`src/rtl/io_rx_fifo.sv`:
```
`default_nettype none
// ============================================================================
// Module      : io_rx_fifo
// Description : Receive-side byte buffer behind the UART mirror stage.
//               Each rising edge of recv_data_update captures one byte from
//               recv_data into a FIFO. Because the update level may stay high
//               for several cycles, only its rising edge counts. The consumer
//               reads through a show-ahead pop interface. The block reports
//               the fill level, a full flag and a sticky overflow flag.
// Build option: IO_RX_FIFO_CR_TO_LF_EN -- when defined, a pushed 0x0D is
//               stored as 0x0A. When it is undefined, bytes are stored as
//               received.
// Ports       :
//   clk              in   system clock; all state changes on the rising edge
//   rst_n            in   asynchronous active-low reset
//   recv_data        in   [7:0]  byte from the mirror stage
//   recv_data_update in   level; each rising edge marks one new byte
//   pop              in   consumer removes the head byte this cycle
//   clear_overflow   in   synchronous clear of the sticky overflow flag
//   rd_data          out  [7:0]  head byte, valid while rd_valid=1
//   rd_valid         out  FIFO not empty
//   count            out  [AW:0] number of stored bytes, 0..DEPTH
//   full             out  count == DEPTH
//   overflow         out  sticky: a byte was dropped while the FIFO was full
// Revision    : 1.0 - initial release
// ============================================================================
module io_rx_fifo #(
    parameter int DEPTH = 16,
    parameter int AW    = $clog2(DEPTH)
) (
    input  logic          clk,
    input  logic          rst_n,
    input  logic [7:0]    recv_data,
    input  logic          recv_data_update,
    input  logic          pop,
    input  logic          clear_overflow,
    output logic [7:0]    rd_data,
    output logic          rd_valid,
    output logic [AW:0]   count,
    output logic          full,
    output logic          overflow
);

    localparam logic [AW:0] C_DEPTH = (AW+1)'(DEPTH);

    logic [7:0]    mem [DEPTH];

    logic          upd_q,      upd_d;
    logic [AW-1:0] wr_ptr_q,   wr_ptr_d;
    logic [AW-1:0] rd_ptr_q,   rd_ptr_d;
    logic [AW:0]   count_q,    count_d;
    logic          overflow_q, overflow_d;

    logic          w_push;
    logic          w_eff_pop;
    logic          w_acc_push;
    logic          w_drop;
    logic [7:0]    w_wr_byte;

    // Byte conversion applied on the way into storage.
`ifdef IO_RX_FIFO_CR_TO_LF_EN
    assign w_wr_byte = (recv_data == 8'h0D) ? 8'h0A : recv_data;
`else
    assign w_wr_byte = recv_data;
`endif

    always_comb begin
        // upd_q resets high, so a level that is already high when reset is
        // released does not count as a rising edge.
        w_push     = recv_data_update & ~upd_q;
        w_eff_pop  = pop & (count_q != '0);
        // A push into a full FIFO is accepted only when a pop frees a slot
        // in the same cycle.
        w_acc_push = w_push & ((count_q != C_DEPTH) | w_eff_pop);
        w_drop     = w_push & ~w_acc_push;

        upd_d      = recv_data_update;
        wr_ptr_d   = wr_ptr_q;
        rd_ptr_d   = rd_ptr_q;
        count_d    = count_q;
        overflow_d = overflow_q;

        if (w_acc_push) begin
            wr_ptr_d = wr_ptr_q + AW'(1);
        end
        if (w_eff_pop) begin
            rd_ptr_d = rd_ptr_q + AW'(1);
        end
        if (w_acc_push && !w_eff_pop) begin
            count_d = count_q + (AW+1)'(1);
        end else if (w_eff_pop && !w_acc_push) begin
            count_d = count_q - (AW+1)'(1);
        end

        // Setting the flag takes priority over a clear in the same cycle.
        if (w_drop) begin
            overflow_d = 1'b1;
        end else if (clear_overflow) begin
            overflow_d = 1'b0;
        end
    end

    always_ff @(posedge clk or negedge rst_n) begin
        if (!rst_n) begin
            upd_q      <= 1'b1;
            wr_ptr_q   <= '0;
            rd_ptr_q   <= '0;
            count_q    <= '0;
            overflow_q <= 1'b0;
        end else begin
            upd_q      <= upd_d;
            wr_ptr_q   <= wr_ptr_d;
            rd_ptr_q   <= rd_ptr_d;
            count_q    <= count_d;
            overflow_q <= overflow_d;
        end
    end

    // The storage array has no reset. Its contents are meaningless whenever
    // count says the slot is not occupied.
    always_ff @(posedge clk) begin
        if (w_acc_push) begin
            mem[wr_ptr_q] <= w_wr_byte;
        end
    end

    assign rd_data  = mem[rd_ptr_q];
    assign rd_valid = (count_q != '0);
    assign count    = count_q;
    assign full     = (count_q == C_DEPTH);
    assign overflow = overflow_q;

endmodule
`default_nettype wire
```
`config.mk`:
```
export PLATFORM = sky130hd
export DESIGN_NAME = io_rx_fifo
export DESIGN_NICKNAME = d
export VERILOG_FILES = /design/src/rtl/io_rx_fifo.sv
export SDC_FILE = /design/constraint.sdc
export NUM_CORES = 1
export LEC_CHECK = 0
export CAP_MARGIN = 20
export CORE_ASPECT_RATIO = 1.1
export CORE_UTILIZATION = 29
export CTS_CLUSTER_DIAMETER = 200
export DETAILED_ROUTE_END_ITERATION = 16
export GPL_ROUTABILITY_DRIVEN = 1
export GPL_TIMING_DRIVEN = 0
export PLACE_DENSITY_LB_ADDON = 0.12
export REMOVE_ABC_BUFFERS = 1
export SYNTH_ARGS = -nofsm -noshare
export SYNTH_HDL_FRONTEND = slang
export SYNTH_SLANG_ARGS = --single-unit
```
`constraint.sdc`:
```
create_clock -name clk -period 3.4 [get_ports clk]
set_clock_uncertainty 0.05 [all_clocks]
set_input_delay 1.02 -clock clk [delete_from_list [all_inputs] [get_ports clk]]
set_output_delay 1.02 -clock clk [all_outputs]
set_load 0.05 [all_outputs]
```
======== Word level (Yosys, flattened, before mapping) ========
Memory sizes are Yosys's and may differ from the RTL's.
Index checks and enable logic that the tools add are counted.
cells by class
  reductions and logical operators ........ 7
  equality and inequality tests ........... 2
  bitwise logic cells ..................... 7
  $add $sub $neg .......................... 4
  mux-type cells .......................... 6
operators by type and width
  operator                                                             count
  5-bit 2-to-1 mux                                                     2
  4-bit by 1-bit adder with 4-bit output (second input constant)       2
  5-bit by 1-bit adder with 5-bit output (second input constant)       1
  5-bit == test (second input constant)                                1
  5-bit inequality test (second input constant)                        1
  5-bit nonzero test                                                   1
  5-bit by 1-bit subtractor with 5-bit output (second input constant)  1
  1-bit bitwise AND                                                    4
  1-bit 2-to-1 mux                                                     4
  2-bit nonzero test                                                   2
  1-bit logical AND                                                    2
  1-bit logical NOT                                                    2
  1-bit inverter                                                       2
  1-bit bitwise OR                                                     1
word-level totals
  input bits .............................. 13
  logic and storage cells ................. 32
  register bits after elaboration ......... 15
  memories kept ........................... 1
  bits in writable memories ............... 128
memory list
  name  depth  bits a word  rd ports  clocked after memory_dff  write ports  RTL line  text
  mem   16     8            1         0                         1            46        logic [7:0] mem [DEPTH];

======== Logic depth before layout (Yosys ltp) ========
Gate-level depths: netlist (run 1).
  depth after elaboration ................. 8
  gate-level depth with buffers ........... 10
  mapped depth without buffers ............ 10

======== Worst setup path before layout (run 1) ========
No wires, ideal clock.
  path kind ............................... input-to-reg
  start point ............................. input port recv_data_update
  end point ............................... register count_q[4] (netlist: count[4])
  slack ................................... 247 ps
  library setup time ...................... 136 ps
  data required time ...................... 3214 ps
  arrival ................................. 2966 ps
  stages on the path ...................... 9
  path through ............................ nand2b_1 > a31oi_1 > clkbuf_1 > ha_1 > inv_1 > fa_1 > a21o_1 > a2111oi_0 > o31ai_1
between the ends
  word-level cells in the longest chain between the ends .. 5
RTL lines
  item                          RTL line  text
  from (decl)                   34        input logic recv_data_update,
  1-bit bitwise AND *           70        w_push = recv_data_update & ~upd_q;
  1-bit bitwise AND *           74        w_acc_push = w_push & ((count_q != C_DEPTH) | w_eff_pop);
  via w_acc_push                56        logic w_acc_push;
  1-bit logical NOT             91        end else if (w_eff_pop && !w_acc_push) begin
  1-bit logical AND             91
  2-bit nonzero test (no line)  --
  to (signal assigned)          114       count_q <= count_d;
  to (decl)                     51        logic [AW:0] count_q, count_d;
Mark *: on every way through the listed nets, which the timed path passes. The rest lies on a longest branch.
A chain may end at the register's enable or synchronous reset.

======== Worst setup path after layout (run 1) ========
  start point ............................. register rd_ptr_q[0]
  end point ............................... output port rd_data[7]
between the ends
  word-level cells in the longest chain between the ends .. 1
RTL lines
  item                    RTL line  text
  from (decl)             50        logic [AW-1:0] rd_ptr_q, rd_ptr_d;
  from (signal assigned)  113       rd_ptr_q <= rd_ptr_d;
  memory 16 x 8 bit       --
  to (decl)               37        output logic [7:0] rd_data,
Every way passes these cells.

==> results of run 1 <==
[critical path, stage by stage (launching register included)]
cell and delay, ns:
dfrtp_4 0.52, buf_4 0.17, mux4_1 0.59, a22oi_2 0.27, nand2_1 0.14, buf_6 0.17
[sequential cells by signal (all words and copies together), names as in the netlist]
signal    flops
wr_ptr_q      4
upd_q         1
count         5
overflow      1
rd_ptr_q      4
mem         128
[cell usage in the layout (no fill, tap or decap), types with 3 or more instances in the layout]
| cell type | Yosys | final |
|---|---|---|
| edfxtp_1 | 128 | 128 |
| clkbuf_1 | 5 | 6 |
| buf_6 | 2 | 3 |
| clkdlybuf4s50_1 | 0 | 18 |
| mux4_2 | 19 | 22 |
| xnor2_1 | 8 | 8 |
| inv_1 | 7 | 7 |
| nand2_1 | 19 | 19 |
| o21ai_0 | 4 | 4 |
| clkbuf_16 | 0 | 20 |
| ha_1 | 9 | 9 |
| a22oi_2 | 0 | 7 |
| mux4_1 | 13 | 10 |
| clkinv_2 | 0 | 3 |
| dfrtp_1 | 14 | 12 |
| a22oi_1 | 16 | 9 |
| nor3_1 | 4 | 3 |
| buf_12 | 1 | 3 |
| and3_1 | 11 | 11 |
| buf_4 | 2 | 12 |
[cell type report]
type                            instances  area [µm²]
Fill cell                            1862       12700
Sequential cell                       143        4230
Multi-Input combinational cell        134        1540
Clock buffer                           27         526
Timing Repair Buffer                   42         424
Tap cell                              252         315
Clock inverter                          5        27.5
Inverter                                7        26.3
[cells by family after synthesis]
group,Yosys count,synth area share
flops,143,0.720
simple gates,52,0.0491
mux,34,0.135
compound gates,29,0.0348
buf+inv,23,0.0250
fa+ha+maj,10,0.0226
xor+xnor,9,0.0135
[synthesized netlist by cell type, drive strengths merged]
master / instances
a2111oi: 1
a21o: 2
a21oi: 2
a22oi: 16
a31oi: 1
and2: 2
and2b: 1
and3: 11
and4: 1
and4b: 2
and4bb: 1
buf: 8
clkbuf: 5
clkdlybuf4s25: 3
dfrtp: 14
dfstp: 1
edfxtp: 128
fa: 1
ha: 9
inv: 7
mux2: 1
mux2i: 1
mux4: 32
nand2: 19
nand2b: 1
nand4: 2
nor2: 2
nor2b: 3
nor3: 4
nor4: 1
o21a: 1
o21ai: 4
o31ai: 1
o32ai: 1
or2b: 1
or4: 1
xnor2: 8
xor2: 1
[power groups by stage]
stage	clock (mW)	combinational [mW]	sequential [mW]
final	1.72	2.33	2.27
after global routing	1.82	2.51	2.29
after CTS	1.75	2.21	2.26
after detailed placement	0	2.14	2.32
after global placement	0	1.94	2.47
after floorplan	0	1.25	2.44
[worst max-delay path by stage]
stage,cells past startpoint,to,slack (ns)
after floorplan,3,rd_data[0],-0.15
after global placement,4,rd_data[7],-1.61
after detailed placement,9,count[4]$_DFFE_PN0P_,-0.45
after CTS,5,rd_data[1],-0.21
after global routing,9,count[4]$_DFFE_PN0P_,-0.08
final,5,rd_data[7],0.05
[metrics by stage]
stage | area [µm²] | TNS, ns
after floorplan | 5740 | -1.25
after global placement | 6340 | -66.25
after detailed placement | 6390 | -4.37
after CTS | 7010 | -0.897
after global routing | 7090 | -0.0788
final | 7090 | 0
[per-layer routing]
layer  routed length, µm  global-route usage
met1                5990               0.174
met2                6010               0.206
met3                 455              0.0321
met4                 173              0.0478
met5                   0                   0
[what timing repair did]
item / in CTS / in global routing
resized for setup: 30 / 40
setup buffers: 5 / 4
gates cloned: 0 / 2
pin swaps: 0 / 3
setup endpoints to repair: 10 / 9
==> results.json, run 1 <==
{
  "outcome": "complete, no violations",
  "core.rowCount": 54,
  "cellPowerDensity_mw_per_mm2": 892,
  "grt_pass1_vias": 2974,
  "grt_max_degree": 33,
  "antenna_cells": 0,
  "layout-area-overhead-vs-synth_pct": 20.9,
  "cts.htree.levels": 4,
  "post_route_cells_drive_above_1_share": 0.240,
  "pwr-share-clk": 0.273,
  "power_frac_comb": 0.369,
  "crit-reg2reg-capture": "count[4]$_DFFE_PN0P_",
  "gp_congestion": 0.709,
  "antenna_found_initial": 0,
  "vias": 2902,
  "synth-seq-area-share": 0.720,
  "yosys-top-cells-area": "edfxtp_1, mux4_2, dfrtp_1",
  "cts.hold.buffers_added": 0,
  "route.final.wire_length_um": 12600,
  "worstRegToRegCells": 9,
  "startpoint_type": "register",
  "worst_slew_margin_relative_to_its_limit": 0.443,
  "worst-endpoint-arrival_ns": 2.28,
  "finalCriticalPeriod_ns": 3.35,
  "coreArea_mm2": 0.0198,
  "maximum_clock_insertion_buffer_count": 2,
  "synthesis.area_per_instance_um2": 19.5,
  "endpoint_kind": "primary output",
  "max_vdd_drop_v": 0.000810,
  "root_buffer": "clkbuf_16",
  "tritoncts.num_buffers": 17,
  "fin_worst_hold_slack_ns": 0.474,
  "fin_util": 0.358,
  "r2r-start": "count[0]$_DFFE_PN0P_",
  "inst_count_dp": 567,
  "drv.max_cap_violation_count": 0,
  "die_height_um": 151,
  "final-setup-viol-count": 0,
  "hold_path_class": "reg -> reg",
  "cell_int_power_mw": 4.12,
  "die_area_mm2": 0.0208,
  "critical_path.max_fanout": 8,
  "r2r_slack_ns": 0.29,
  "synth-seq-cells": 143,
  "die-width_um": 138,
  "post_synth_num_cell_types": 43,
  "holdCritStartpoint": "overflow$_DFFE_PN0P_",
  "wl_per_cell_um": 20.7,
  "grt_use_total": 0.131,
  "p_sw_frac": 0.348,
  "dp.final_hpwl_um": 7710,
  "numClockSinks": 143,
  "worst_setup_path_startpoint": "rd_ptr_q[0]$_DFFE_PN0P_",
  "pin_count": 29,
  "buffer_ports.inserted": 28,
  "timing.final.crit_share": 0.985,
  "grt_setup_unrepaired": "yes",
  "layoutNonFillerInstCount": 610,
  "worst_ep_required_time_ns": 2.33,
  "yosysWarningCount": 0,
  "cell_area_after_synthesis_mm2": 0.00586,
  "nets": 368,
  "initialDrtViolationCount": 157,
  "finalMaxSlewViolations": 0,
  "power.static_leakage_nw": 2.42,
  "yosys.area.top_type_share": 0.656,
  "grt_remaining_overflow": 0,
  "clock_latency_ns": 0.42,
  "post_synth_inst_count": 300,
  "clk_transition_reported_paths_ns": 0.06,
  "power_frac_seq": 0.359,
  "power.total_mw": 6.32,
  "hold_path_depth": 2,
  "cts_tree": "done",
  "worst-setup-path-type": "reg -> out",
  "drt_drc_violations_left": 0,
  "ant_nets": 0,
  "grt_first_pass_wirelength_um": 18600,
  "max_freq_mhz": 298,
  "detail_route.vias_per_cell": 4.76,
  "timing.final.hold_violations": 0,
  "worst-slew-pin-transition_ns": 0.831,
  "switching_power_mw": 2.20,
  "timing.final.ws_setup_ns": 0.0494,
  "detailedRoute.firstPassIterationCount": 4,
  "place_worst_setup_slack_ns": -0.447,
  "min_delay_endpoint": "overflow$_DFFE_PN0P_",
  "netlist.top_cell.by_area": "edfxtp_1",
  "start_util": 0.296
}
(Power assumes the default switching activity.)
==> run 2, diff against run 1 <==
--- a/config.mk
+++ b/config.mk
@@ -5,15 +5,14 @@
 export SDC_FILE = /design/constraint.sdc
 export NUM_CORES = 1
 export LEC_CHECK = 0
+export ABC_CLOCK_PERIOD_IN_PS = 3400
 export CAP_MARGIN = 20
-export CORE_ASPECT_RATIO = 1.1
 export CORE_UTILIZATION = 29
 export CTS_CLUSTER_DIAMETER = 200
 export DETAILED_ROUTE_END_ITERATION = 16
 export GPL_ROUTABILITY_DRIVEN = 1
 export GPL_TIMING_DRIVEN = 0
 export PLACE_DENSITY_LB_ADDON = 0.12
-export REMOVE_ABC_BUFFERS = 1
 export SYNTH_ARGS = -nofsm -noshare
 export SYNTH_HDL_FRONTEND = slang
 export SYNTH_SLANG_ARGS = --single-unit
==> run 2 against run 1 <==
- register-to-register slack better by 0.04 ns
- critical path depth up 1
- global-route usage up 0.93 points
- largest power group unchanged
- clock power down 5%
- via count up 1.4%
- setup slack better by 0.017 ns
- utilization up 0.22 points
- flip-flop and latch count unchanged
- die area about the same
- non-clock buffer count up 6
- power down 1.3%
==> results.json, run 2 (synthesis gave the netlist of run 1 again) <==
{
  "dp.final_hpwl_um": 8490,
  "critical_path.max_fanout": 10,
  "holdCritStartpoint": "rd_ptr_q[3]$_DFFE_PN0P_",
  "cp.buffers_inverters": 3,
  "cp_slowest_cell": "mux4_2",
  "power.static_leakage_nw": 2.39,
  "multi_input_comb_area_mm2": 0.00155,
  "post_route_cells_drive_above_1_share": 0.253,
  "max_vdd_drop_v": 0.000431,
  "core.rowCount": 51,
  "finalMaxSlewViolations": 0,
  "antenna_found_initial": 0,
  "outcome": "complete, no violations",
  "grt_remaining_overflow": 0,
  "detailedRoute.firstPassIterationCount": 4,
  "fin_worst_hold_slack_ns": 0.477,
  "fin_util": 0.360,
  "cts.htree.levels": 4,
  "timing.final.hold_violations": 0,
  "buffer_ports.inserted": 28,
  "r2r_slack_ns": 0.33,
  "clk_transition_reported_paths_ns": 0.06,
  "numClockSinks": 143,
  "die_height_um": 144,
  "layoutNonFillerInstCount": 629,
  "timing.critical_path.max_delay_family": "buffers and inverters",
  "finish.instance_area_mm2": 0.00708,
  "maximum_clock_insertion_buffer_count": 2,
  "pin_count": 29,
  "placement.cell_area_mm2": 0.00648,
  "worst_ep_required_time_ns": 2.33,
  "antenna_cells": 0,
  "coreArea_mm2": 0.0197,
  "die-width_um": 144,
  "layout-area-overhead-vs-synth_pct": 20.8,
  "ant_nets": 0,
  "grt_first_pass_wirelength_um": 19800,
  "vias": 2942,
  "route.final.wire_length_um": 13400,
  "timing.final.crit_share": 0.981,
  "crit-reg2reg-capture": "count[4]$_DFFE_PN0P_",
  "initialDrtViolationCount": 143,
  "die_area_mm2": 0.0208,
  "drt_drc_violations_left": 0,
  "startpoint_type": "register",
  "area.sequential_mm2": 0.00422,
  "endpoint_kind": "primary output",
  "gp_congestion": 0.725,
  "inst_count_dp": 593,
  "nFillCells": 1904,
  "worstRegToRegCells": 10,
  "start_util": 0.298,
  "final-setup-viol-count": 0,
  "r2r-start": "count[0]$_DFFE_PN0P_",
  "hold_path_class": "reg -> reg",
  "timing.critical_path.cells": "buf_8, buf_12, mux4_2, a22oi_2, nand2_1, buf_4",
  "clock_latency_ns": 0.41,
  "hold_path_depth": 1,
  "root_buffer": "clkbuf_16",
  "max_freq_mhz": 300,
  "worst-slew-pin-transition_ns": 0.933,
  "place_worst_setup_slack_ns": -0.635,
  "nets": 374,
  "fin_setup_tns_ns": 0,
  "most-common-layout-cells": "edfxtp_1, mux4_2, nand2_1",
  "grt_setup_unrepaired": "yes",
  "worst_slew_margin_relative_to_its_limit": 0.376,
  "cts_tree": "done",
  "cts.hold.buffers_added": 0,
  "largest_register_ff_count": 128,
  "mappedNetlistNets": 323,
  "crit_path_max_incr_delay_ns": 0.52,
  "power.total_mw": 6.23,
  "grt_use_total": 0.140,
  "grt_max_degree": 17,
  "wl_per_cell_um": 21.3,
  "timing.final.ws_setup_ns": 0.0662,
  "worst-setup-path-type": "reg -> out",
  "layout_commonest_cell": "edfxtp_1",
  "cellPowerDensity_mw_per_mm2": 881,
  "tritoncts.num_buffers": 17,
  "worst-endpoint-arrival_ns": 2.26,
  "grt_pass1_vias": 3179,
  "finalCriticalPeriod_ns": 3.33,
  "min_delay_endpoint": "rd_ptr_q[3]$_DFFE_PN0P_",
  "drv.max_cap_violation_count": 0,
  "detail_route.vias_per_cell": 4.68,
  "largest-register": "mem"
}
## run 2: how the worst max path moves through the flow
stage,from,end,slack (ns),cells after the start
6_report,rd_ptr_q[0]$_DFFE_PN0P_,rd_data[7],0.07,6
2_1_floorplan,recv_data_update,count[4]$_DFFE_PN0P_,0.25,9
3_3_place_gp,pop,count[4]$_DFFE_PN0P_,-0.60,10
4_1_cts,rd_ptr_q[0]$_DFFE_PN0P_,rd_data[7],-0.03,6
5_1_grt,rd_ptr_q[0]$_DFFE_PN0P_,rd_data[7],-0.008,6
3_5_place_dp,pop,count[4]$_DFFE_PN0P_,-0.64,10
## run 2: timing repair
action                                  in CTS  in global routing
pin swaps                                    3                  3
gates resized for setup                     57                 21
endpoints found under the setup margin      11                  8
setup buffers                                0                  4
## run 2: power breakdown
part / total, mW / switching, mW / internal, mW
sequential: 2.20 / 0.118 / 2.08
combinational: 2.39 / 1.44 / 0.951
clock: 1.64 / 0.713 / 0.932
## run 2: layer usage
| metal | vias up | GRT usage | wire length (µm) |
|---|---|---|---|
| li1 | 1324 | - | - |
| met1 | 1542 | 0.179 | 6270 |
| met2 | 62 | 0.232 | 6520 |
| met3 | 14 | 0.0374 | 430 |
| met4 | 0 | 0.0432 | 197 |
| met5 | - | 0 | 0 |
## run 2: area by class of cell
| type | instances | share of cell area |
|---|---|---|
| clock buffers | 19 | 0.0612 |
| well taps | 265 | 0.0469 |
| plain buffers | 16 | 0.0207 |
| multi-input cells | 134 | 0.219 |
| inverters | 7 | 0.00371 |
| clock inverters | 13 | 0.0126 |
| repair buffers | 32 | 0.0401 |
| flip-flops and latches | 143 | 0.596 |
==> run 3, diff against run 2 <==
--- a/config.mk
+++ b/config.mk
@@ -11,8 +11,8 @@
 export CTS_CLUSTER_DIAMETER = 200
 export DETAILED_ROUTE_END_ITERATION = 16
 export GPL_ROUTABILITY_DRIVEN = 1
-export GPL_TIMING_DRIVEN = 0
 export PLACE_DENSITY_LB_ADDON = 0.12
+export SLEW_MARGIN = 30
 export SYNTH_ARGS = -nofsm -noshare
 export SYNTH_HDL_FRONTEND = slang
 export SYNTH_SLANG_ARGS = --single-unit
==> run 3 against run 2 <==
- register-to-register slack improved by 0.15 ns
- flip-flop and latch count did not move
- power is 1.2% higher
- largest cell class unchanged
==> results.json, run 3 (synthesis gave the netlist of run 1 again) <==
{
  "outcome": "complete, no violations",
  "layout_commonest_cell": "edfxtp_1",
  "worst-slew-pin-transition_ns": 0.758,
  "vias": 2861,
  "cp_slowest_cell": "mux4_1",
  "largest-register": "mem",
  "place_worst_setup_slack_ns": -0.128,
  "root_buffer": "clkbuf_16",
  "r2r_slack_ns": 0.48,
  "detailedRoute.firstPassIterationCount": 5,
  "worst-endpoint-arrival_ns": 2.21,
  "layout-area-overhead-vs-synth_pct": 22.1,
  "worst_setup_path_startpoint": "rd_ptr_q[0]$_DFFE_PN0P_",
  "buffer_ports.inserted": 28,
  "antenna_cells": 0,
  "cts.hold.buffers_added": 0,
  "route.final.wire_length_um": 12300,
  "endpoint_kind": "primary output",
  "worst_ep_required_time_ns": 2.33,
  "most-common-layout-cells": "edfxtp_1, buf_4, mux4_2, nand2_1, clkdlybuf4s50_1",
  "timing.critical_path.max_delay_family": "multiplexers",
  "grt_max_degree": 21,
  "holdCritStartpoint": "overflow$_DFFE_PN0P_",
  "final-setup-viol-count": 0,
  "grt_setup_unrepaired": "no",
  "mappedNetlistNets": 323,
  "drt_drc_violations_left": 0,
  "coreArea_mm2": 0.0197,
  "finalCriticalPeriod_ns": 3.28,
  "met3RoutedLength_um": 387,
  "tritoncts.num_buffers": 17,
  "die_height_um": 144,
  "pin_count": 29,
  "timing.critical_path.cells": "buf_12, mux4_1, a22oi_2, nand2_1, buf_4",
  "timing.final.crit_share": 0.966,
  "grt_pass1_vias": 3067,
  "max_freq_mhz": 304,
  "ant_nets": 0,
  "maximum_clock_insertion_buffer_count": 2,
  "fin_util": 0.364,
  "timing.final.ws_setup_ns": 0.116,
  "grt_first_pass_wirelength_um": 18900,
  "clk_transition_reported_paths_ns": 0.06,
  "timing.final.hold_violations": 0,
  "die_area_mm2": 0.0208,
  "antenna_found_initial": 0,
  "critical_path.max_fanout": 16,
  "finalMaxSlewViolations": 0,
  "fin_setup_tns_ns": 0,
  "die-width_um": 144,
  "largest_register_ff_count": 128,
  "maxUsedRoutingLayer": "met4",
  "power.static_leakage_nw": 2.49,
  "dp.final_hpwl_um": 8050,
  "nets": 382,
  "clock_latency_ns": 0.41,
  "cts.htree.levels": 4,
  "dr_wl_met2_um": 5900,
  "grt_remaining_overflow": 0,
  "cp.buffers_inverters": 2,
  "gp_congestion": 0.668,
  "hold_path_class": "reg -> reg",
  "drv.max_cap_violation_count": 0,
  "crit_path_max_incr_delay_ns": 0.62,
  "wl_per_cell_um": 19.3,
  "worst_slew_margin_relative_to_its_limit": 0.493,
  "numClockSinks": 143,
  "start_util": 0.298,
  "max_vdd_drop_v": 0.000424,
  "r2r-start": "count[1]$_DFFE_PN0P_",
  "startpoint_type": "register",
  "initialDrtViolationCount": 88,
  "detail_route.wirelength.met1_um": 5860,
  "core.rowCount": 51,
  "post_route_cells_drive_above_1_share": 0.243,
  "detail_route.vias_per_cell": 4.50,
  "grt_use_total": 0.131,
  "cellPowerDensity_mw_per_mm2": 882,
  "power.total_mw": 6.31,
  "cts_tree": "done",
  "worst-setup-path-type": "reg -> out"
}
run 3: changes by cell type in the layout (fill, tap and decap cells not counted), moves of 3 or more:
| cell | before | now |
|---|---|---|
| a22oi_1 | 8 | 13 |
| a22oi_2 | 8 | 3 |
| buf_2 | 4 | 0 |
| buf_4 | 7 | 35 |
| buf_8 | 3 | 0 |
| bufinv_16 | 0 | 3 |
| clkbuf_1 | 5 | 2 |
| clkbuf_4 | 4 | 0 |
| clkdlybuf4s25_2 | 3 | 0 |
| inv_6 | 4 | 1 |
| mux4_1 | 7 | 13 |
| mux4_2 | 25 | 19 |
run 3: repair_timing:
item / 4_1_cts / 5_1_grt
buffers inserted: 2 / 7
setup endpoints to repair: 4 / 3
pin swaps: 0 / 0
resized for setup: 3 / 1
run 3: report_power, final:
group | internal (mW) | switching, mW
clock | 1.14 | 0.673
sequential | 2.08 | 0.137
combinational | 0.959 | 1.32
run 3: stage by stage:
stage	cells	instance area [µm²]	hold slack, ns
2_1_floorplan	300	5860	0.437
3_3_place_gp	596	6490	0.486
3_5_place_dp	596	6490	0.485
4_1_cts	629	7090	0.497
5_1_grt	636	7160	0.513
6_report	636	7160	0.489
run 3: per-layer routing:
layer	vias to the layer above	global-route usage
li1	1343	-
met5	-	0
met2	53	0.207
met1	1458	0.173
met4	0	0.0432
met3	7	0.0381
run 3: final timing paths:
kind                                                 to  cells after the start
worst max-delay path                         rd_data[3]                      5
worst min-delay path               overflow$_DFFE_PN0P_                      2
worst max register to register     count[4]$_DFFE_PN0P_                      9
worst min register to register     overflow$_DFFE_PN0P_                      2
max in group asynchronous       rd_ptr_q[0]$_DFFE_PN0P_                      1
min in group asynchronous          count[2]$_DFFE_PN0P_                      1
run 3: cell type report:
cell class / instances / area, µm²
clock buffer: 19 / 433
sequential: 143 / 4220
inverter: 7 / 26.3
tap: 265 / 332
fill: 1893 / 12500
timing repair buffer: 56 / 492
clock inverter: 12 / 144
multi-input combinational: 134 / 1510
run 3: worst min-delay path, cell delays in order, from the launching register on:
cell,delay [ns]
dfrtp_1,0.38
inv_1,0.05
o32ai_1,0.06
==> variant, RTL diff (flow settings as in run 1) <==
Build with the macro `IO_RX_FIFO_CR_TO_LF_EN` defined.
--- a/src/rtl/io_rx_fifo.sv
+++ b/src/rtl/io_rx_fifo.sv
@@ -24,6 +24,8 @@
 //   overflow         out  sticky: a byte was dropped while the FIFO was full
 // Revision    : 1.0 - initial release
 // ============================================================================
+`define IO_RX_FIFO_CR_TO_LF_EN
+
 module io_rx_fifo #(
     parameter int DEPTH = 16,
     parameter int AW    = $clog2(DEPTH)
Formal check against the unedited RTL: not equivalent (Yosys sat finds a counterexample within 4 cycles, from zero or initial values and one cycle with rst_n low).
==> variant against run 1 <==
  * Design area rose by 1.8%
  * Synthesized cell count rose by 3.0%
  * Sequential cell count did not move
  * Largest cell class unchanged
  * Setup slack got worse by 0.022 ns
  * Highest routed layer unchanged
  * Routed wire length rose by 3.5%
  * Synthesized area rose by 0.66%
  * Power rose by 5.6%
  * Die area rose by 0.66%
==> variant: results (changes against run 1) <==
stage,metric,value,unit,change
critical_path,critPathMaxFanout,11,,was 8
global_route,grt_pass1_vias,3096,,was 2974
pwr,power.switching,2.256,mW,was 2.201 mW
clocking,worstSkewPairLatency,0.41,ns,
critical_path,r2r_start,count[0]$_DFFE_PN0P_,,unchanged
global_route,grtUsageTotal,13.81,%,was 13.06%
yosys,synthTopCellsByArea,"edfxtp_1 65%, mux4_2 7.3%, dfrtp_1 5.9%",,"was edfxtp_1 66%, mux4_2 7.3%, dfrtp_1 6.0%"
layout,top_register,mem,,unchanged
route,drtIter0Drc,171,,was 157
placed_design,dpl.hpwl,7906,um,was 7712 um
route,wirelength_met1,5852,um,was 5990 um
clocking,clk_path_buf_depth,2,,unchanged
route,topRoutingLayerUsed,met4,,unchanged
yosys,synthMuxAreaShare,13.40,%,was 13.49%
global_route,antenna_found_initial,0,,unchanged
clocking,cts_made_buffers,17,,unchanged
placed_design,postPlaceCellArea,6417,um2,was 6391 um2
pwr,ir_worst_vdd,0.7735,mV,was 0.8096 mV
layout,drive_gt1_share,25.41,%,was 24.02%
layout,nNetsFinal,372,,was 368
yosys,synth_cell_types,41,,was 43
outcome,status,finished clean,,unchanged
global_route,use_met3,2.994,%,was 3.213%
critical_path,cp_slowest_stage_delay,0.52,ns,was 0.59 ns
pwr,leakage,2.464,nW,was 2.422 nW
placed_design,place_inst,573,,was 567
yosys,synth.avg_cell_area,19.09,um2,was 19.54 um2
global_route,use_met2,22.85,%,was 20.58%
route,drt_pass1_iterations,4,,unchanged
layout,areaGrowthSynthToFinish,22.31,%,was 20.90%
critical_path,rrSetupSlack,0.31,ns,was 0.29 ns
critical_path,cp_slowest_cell,dfrtp_4,,was mux4_1
layout,nFillCells,1880,,was 1862
sta,tightestPinTransition,0.8310,ns,was 0.8306 ns
route,met2_length,6705,um,was 6008 um
critical_path,arrival,2.30,ns,was 2.28 ns
route,num_vias,2913,,was 2902
yosys,yosys.area_share.adder,2.248,%,was 2.263%
global_route,grt_pass1_wl,19750,um,was 18610 um
placed_design,place_congestion,0.6733,,was 0.7094
layout,fin_cells,614,,was 610
pwr,comb_power_share,34.7,%,was 36.9%
global_route,use_met1,17.38,%,about the same
placed_design,place_worst_setup_slack,-0.4899,ns,was -0.4466 ns
route,wl_per_cell,21.28,um,was 20.70 um
yosys,yosys.area_share.xor_xnor,1.336,%,was 1.345%
route,wl_met3,402,um,was 455 um
yosys,ys_seq_area_share,71.54,%,was 72.01%
yosys,synthTopCellsByCount,"128 x edfxtp_1, 19 x mux4_2, 19 x nand2_1",,unchanged
critical_path,cp-startpoint,rd_ptr_q[0]$_DFFE_PN0P_,,unchanged
pwr,p_comb,2.32,mW,
sta,finalCritPeriodShare,99.19,%,was 98.55%
layout,largest_reg_flops,128,,unchanged
global_route,grt_max_degree,28,,was 33
critical_path,endpoint,rd_data[1],,was rd_data[7]
yosys,synth_compound_area_share,3.712,%,was 3.480%
==> variant: changes by cell type after synthesis, sizes merged, moves of 2 or more <==
cell,change
and4b,-2
and3,+4
clkbuf,+3
and2,+2
==> variant: worst max-delay path, delay by kind of cell (launching register included) <==
family	cells	cell delay (ns)
buf+inv	4	0.65
mux	1	0.42
flops	1	0.52
compound gates	1	0.18
simple gates	1	0.12
==> variant: logic make-up after synthesis <==
logic type	Yosys count
buffers and inverters	25
adder cells (fa/ha/maj)	10
flip-flops	143
AO/OA/AOI/OAI	31
multiplexers	34
XOR/XNOR	9
AND/OR/NAND/NOR	57
==> variant: cell type report <==
type                            count  share of cell area (%)
Tap cell                          252                   4.370
Sequential cell                   143                   58.56
Clock inverter                     15                   3.364
Timing Repair Buffer               40                   5.618
Clock buffer                       17                   5.896
Multi-Input combinational cell    141                   21.88
Inverter                            6                  0.3121
==> variant: timing repair <==
item	CTS	global route
buffers inserted	5	3
resized for setup	53	14
pin swaps	2	2
cloned	1	0
setup endpoints to repair	9	7
hold buffers	0	0
==> variant: worst min path at each step <==
stage,slack (ns),endpoint,startpoint,cells after the start
2_1_floorplan,0.44,rd_ptr_q[3]$_DFFE_PN0P_,rd_ptr_q[3]$_DFFE_PN0P_,1
3_3_place_gp,0.47,overflow$_DFFE_PN0P_,overflow$_DFFE_PN0P_,2
3_5_place_dp,0.48,overflow$_DFFE_PN0P_,overflow$_DFFE_PN0P_,2
4_1_cts,0.49,overflow$_DFFE_PN0P_,overflow$_DFFE_PN0P_,2
5_1_grt,0.51,overflow$_DFFE_PN0P_,overflow$_DFFE_PN0P_,2
6_report,0.48,overflow$_DFFE_PN0P_,overflow$_DFFE_PN0P_,2
